<file path="src/rtl/line_stream_reader.sv">
// Collects 64 processed datapath lines into a local buffer, then streams them out in index order over valid/ready.
// Optional macro LINE_STREAM_CHECKSUM_EN appends an XOR checksum trailer beat to each block.
module line_stream_reader #(
  parameter int LINE_W = 25,
  parameter int DEPTH  = 64,
  parameter int IDX_W  = 6
) (
  input  logic              clk,
  input  logic              rst,
  input  logic              cap_en,
  input  logic [IDX_W-1:0]  cap_idx,
  input  logic [LINE_W-1:0] cap_line,
  input  logic              start,
  input  logic              out_ready,
  output logic              out_valid,
  output logic [LINE_W-1:0] out_line,
  output logic [IDX_W-1:0]  out_idx,
  output logic              out_last,
  output logic              busy,
  output logic              done,
  output logic              cap_err
);

  typedef enum logic [1:0] {IDLE, STREAM, FINISH} state_t;

  localparam logic [IDX_W-1:0] LAST_IDX = IDX_W'(DEPTH - 1);

  state_t            state;
  logic [LINE_W-1:0] buffer [DEPTH];
  logic [LINE_W-1:0] first_line;
  logic [IDX_W-1:0]  next_idx;
  logic              handshake;
  logic              write_ok;

`ifdef LINE_STREAM_CHECKSUM_EN
  logic [LINE_W-1:0] csum;
  logic              trailer;
`endif

  assign busy      = (state != IDLE);
  assign handshake = out_valid & out_ready;
  assign next_idx  = out_idx + IDX_W'(1);
  assign write_ok  = cap_en && (state != STREAM);

  // A capture to line 0 in the start cycle must be visible on the first beat.
  assign first_line = (cap_en && cap_idx == '0) ? cap_line : buffer[0];

  // Buffer is deliberately left out of reset so an aborted block can be replayed.
  always_ff @(posedge clk) begin
    if (write_ok)
      buffer[cap_idx] <= cap_line;
  end

  always_ff @(posedge clk or negedge rst) begin
    if (!rst) begin
      state     <= IDLE;
      out_valid <= 1'b0;
      out_line  <= '0;
      out_idx   <= '0;
      out_last  <= 1'b0;
      done      <= 1'b0;
      cap_err   <= 1'b0;
`ifdef LINE_STREAM_CHECKSUM_EN
      csum      <= '0;
      trailer   <= 1'b0;
`endif
    end else begin
      done <= 1'b0;
      case (state)
        IDLE: begin
          if (start) begin
            state     <= STREAM;
            out_valid <= 1'b1;
            out_idx   <= '0;
            out_line  <= first_line;
            out_last  <= 1'b0;
            cap_err   <= 1'b0;
`ifdef LINE_STREAM_CHECKSUM_EN
            csum      <= '0;
            trailer   <= 1'b0;
`endif
          end
        end
        STREAM: begin
          if (cap_en)
            cap_err <= 1'b1;
          if (handshake) begin
`ifdef LINE_STREAM_CHECKSUM_EN
            if (trailer) begin
              state     <= FINISH;
              out_valid <= 1'b0;
              out_last  <= 1'b0;
              trailer   <= 1'b0;
              done      <= 1'b1;
            end else if (out_idx == LAST_IDX) begin
              out_line <= csum ^ out_line;
              out_idx  <= '0;
              out_last <= 1'b1;
              trailer  <= 1'b1;
            end else begin
              csum     <= csum ^ out_line;
              out_idx  <= next_idx;
              out_line <= buffer[next_idx];
            end
`else
            if (out_idx == LAST_IDX) begin
              state     <= FINISH;
              out_valid <= 1'b0;
              out_last  <= 1'b0;
              done      <= 1'b1;
            end else begin
              out_idx  <= next_idx;
              out_line <= buffer[next_idx];
              out_last <= (next_idx == LAST_IDX);
            end
`endif
          end
        end
        FINISH: begin
          state <= IDLE;
        end
        default: begin
          state <= IDLE;
        end
      endcase
    end
  end

endmodule

</file>
<file path="config.mk">
export PLATFORM = sky130hd
export DESIGN_NAME = line_stream_reader
export DESIGN_NICKNAME = d
export VERILOG_FILES = /design/src/rtl/line_stream_reader.sv
export SDC_FILE = /design/constraint.sdc
export NUM_CORES = 2
export LEC_CHECK = 0
export CORE_MARGIN = 1.5
export CORE_UTILIZATION = 45
export CTS_CLUSTER_DIAMETER = 200
export DETAILED_ROUTE_END_ITERATION = 12
export DONT_BUFFER_PORTS = 1
export HOLD_SLACK_MARGIN = 0.05
export SLEW_MARGIN = 20
export SYNTH_ARGS = -nofsm -noshare
export SYNTH_HDL_FRONTEND = slang
export SYNTH_SLANG_ARGS = --single-unit
</file>
<file path="constraint.sdc">
create_clock -name clk -period 9.3 [get_ports clk]
set_input_delay 1.86 -clock clk [delete_from_list [all_inputs] [get_ports clk]]
set_output_delay 1.86 -clock clk [all_outputs]
set_load 0.005 [all_outputs]
</file>
==> flow_metrics.tcl <==
set metrics [dict create \
    crit_slowest_cell "nor4_1" \
    regArea_um2 48980 \
    rsz0062_at_grt "no" \
    cp-end-kind "register" \
    port_buffers 0 \
    post_cts_resized 0 \
    grtUsageTotal_pct 23.92 \
    die_x_um 378.1 \
    dp_hpwl_um 92740 \
    place.gp.congestion 0.8843 \
    ant_nets 0 \
    start_kind "register" \
    synth_cell_types 49 \
    ys_ff_latch 1637 \
    comb_power_share_pct 12.2 \
    power_density_nw_per_um2 235.9 \
    finalSetupViolations 0 \
    drt-total-wl_um 167800 \
    io_pins 72 \
    areaGrowthSynthToFinish_pct 12.25 \
    worstHoldEndpoint "out_last" \
    whs_path_depth 2 \
    drv_cap 0 \
    synth_area_leader_cell "edfxtp_1" \
    grt_pass1_wl_um 238100 \
    yosysSeqAreaShare_pct 77.34 \
    synth_fp_nets 3062 \
    peakVddDrop_mv 0.1670 \
    drive_gt1_share_pct 24.74 \
    grt_pass1_vias 31670 \
    first_pass_iters 7 \
    routed_via_density 6.065 \
    cts.sinks 1637 \
    intPower_mw 12.81 \
    rrSetupSlack_ps 3650 \
    die_height_um 378.1 \
    overflow 0 \
    synth_area_per_cell_um2 20.94 \
    dieArea_um2 143000 \
    fin_skew_ps 25.30 \
    min_period_ps 5651 \
    clock-root-buffer "clkbuf_16" \
    fin_nets 3153 \
    power_frac_seq_pct 49.2 \
    yosys_warnings 0 \
    worst-path-max-fanout 106 \
    worstSetupPathType "register to register" \
    core_region_area_um2 139500 \
    clock_path_buffers 3 \
    swShare_pct 23.62 \
    insertion_delay_ps 790 \
    synth_area_um2 63320 \
    first_iter_violations 3529 \
    pwr-share-clk_pct 38.6 \
    synthCells 3024 \
    avgRoutedWirePerCell_um 32.74 \
    place_ws_ps 3698 \
    r2r-start "out_idx[0]" \
    hp-start "out_last" \
    cts_made_buffers 166 \
    p_switching_mw 3.961 \
    start_util_pct 45.38 \
    cp_cell_sequence "buf_4, nand3_1, xnor2_4, buf_4, buf_12, mux2i_1, o22ai_1, nor4_1, a21oi_1" \
    synth_ff_type "edfxtp_1" \
    synth-edff-count 1600 \
    hold_path_class "register to register" \
    path_delay_family "buffers and inverters" \
    status "complete, no violations" \
    rows 137 \
    critPathRequiredTime_ps 9900 \
    multi_input_area_um2 13750 \
    holdBufCountCts 0 \
    htree_num_levels 4 \
    rr_endpoint "out_line[10]" \
    cts_tree "done" \
    setup-tns-final_ps 0 \
    fillCellCount 10940 \
    yosysTopAreaCellShare_pct 75.88 \
    synth_area_leaders "edfxtp_1 (76%), mux4_2 (14%), nand2_1 (1.7%)" \
    path_common_cell "buf_4" \
    crit_arrival_ps 6250 \
    power_mw 16.77 \
    slew_headroom_pct 11.56 \
    p_leak_nw 21.81 \
    reg2reg_depth 9 \
    worstMarginPinSlew_ps 1314 \
    period_share_pct 60.76 \
    slowest_delay_ps 1110 \
    timing.final.ws_setup_ps 3649 \
    post_cts_buffers 0 \
    drc 0 \
    clk_pin_slew_worst_paths_ps 60 \
    holdWs_ps 573.3 \
    antenna_found_initial 14 \
    path_buf_inv 3 \
    synth-async-reset-ratio_pct 2.260 \
    clock.fmax_mhz 177.0 \
    vias 31100 \
    hold_viol_final 0 \
    grt_max_degree 109 \
    slew_viol_final 0 \
]
-- cells in the mapped netlist (3+ instances only) --
cell	n
a21oi_1	63
a32oi_1	25
and3_1	4
buf_1	10
buf_2	77
buf_4	16
buf_6	3
clkbuf_1	66
dfrtp_1	37
edfxtp_1	1600
inv_1	4
mux2i_1	93
mux4_2	401
nand2_1	294
nand3_1	84
nand3b_1	8
nand4_1	5
nor2_1	76
nor2b_1	7
nor4_1	24
o21ai_0	35
o22ai_1	47
or2_2	3
or3b_2	8
xnor2_1	4
-- worst reg2reg max path, delay by kind of cell (launching register included) --
kind,cells,cell delay [ps]
multiplexers,1,600
AO/OA/AOI/OAI,2,280
buffers and inverters,3,2000
AND/OR/NAND/NOR,2,1650
flip-flops,1,650
XOR/XNOR,1,280
-- cell usage in the layout (no fill, tap or decap), types with 36 or more instances in the layout --
master / count
o22ai_1: 47
edfxtp_1: 1600
dfrtp_1: 36
mux2i_1: 93
clkbuf_1: 52
mux4_2: 401
clkbuf_16: 170
nand3_1: 84
nor2_2: 63
nand2_1: 293
buf_4: 92
a21oi_1: 62
-- routing by layer --
layer | vias up | wire [µm] | global-route usage [%]
li1 | 12680 | - | -
met3 | 306 | 14530 | 5.714
met5 | - | 48 | 0
met4 | 2 | 5934 | 8.563
met1 | 16740 | 63990 | 31.22
met2 | 1367 | 83340 | 39.30
-- sequential cells by signal (all words and copies together), names as in the netlist --
signal	count
done	1
out_valid	1
cap_err	1
state	2
out_line	25
out_idx	6
out_last	1
buffer	1600
-- power by group through the flow --
stage,registers (mW),logic (mW),clock network (mW)
2_1_floorplan,8.31,1.54,0
3_3_place_gp,8.39,2.06,0
3_5_place_dp,8.39,2.07,0
4_1_cts,8.24,2.07,6.56
5_1_grt,8.24,2.17,6.84
6_report,8.25,2.04,6.48
-- cell type report --
cell class	count	share of cell area, %
multi-input cells	1211	19.35
clock buffers	224	6.299
inverters	4	0.02113
flip-flops and latches	1637	68.91
repair buffers	95	1.056
well taps	1876	3.303
clock inverters	79	1.058
diodes	1	0.003521
-- stage by stage --
stage               std cells  util, %  cell area, µm²
global route             5126    50.93           71070
detailed placement       4823    47.19           65840
CTS                      5126    50.93           71070
finish                   5127    50.94           71070
global placement         4823    47.18           65830
floorplan                3024        -           63320
-- logic make-up (layout without fill, tap and decap cells) --
logic type,count (synthesis),count (layout),synth area share (%)
DFF,1637,1637,77.34
and+or+nand+nor,519,519,3.551
muxes,496,496,15.77
AOI/OAI and AO/OA,187,187,1.832
buffers and inverters,176,402,1.326
xor gates and xnor gates,7,7,0.1383
adders and majority gates,2,2,0.03952
other,0,1,0
-- how the worst max path moves through the flow --
stage          startpoint  cells past startpoint  slack, ps            end
3_5_place_dp   out_idx[0]                      9       3700   out_line[10]
3_3_place_gp   out_idx[0]                      9       3570   out_line[12]
6_report       out_idx[0]                      9       3650   out_line[10]
4_1_cts        out_idx[0]                      9       3660   out_line[10]
2_1_floorplan  cap_idx[0]                      5       4650  buffer[41][0]
5_1_grt        out_idx[0]                      8       3380   out_line[10]
(Power assumes the default switching activity.)
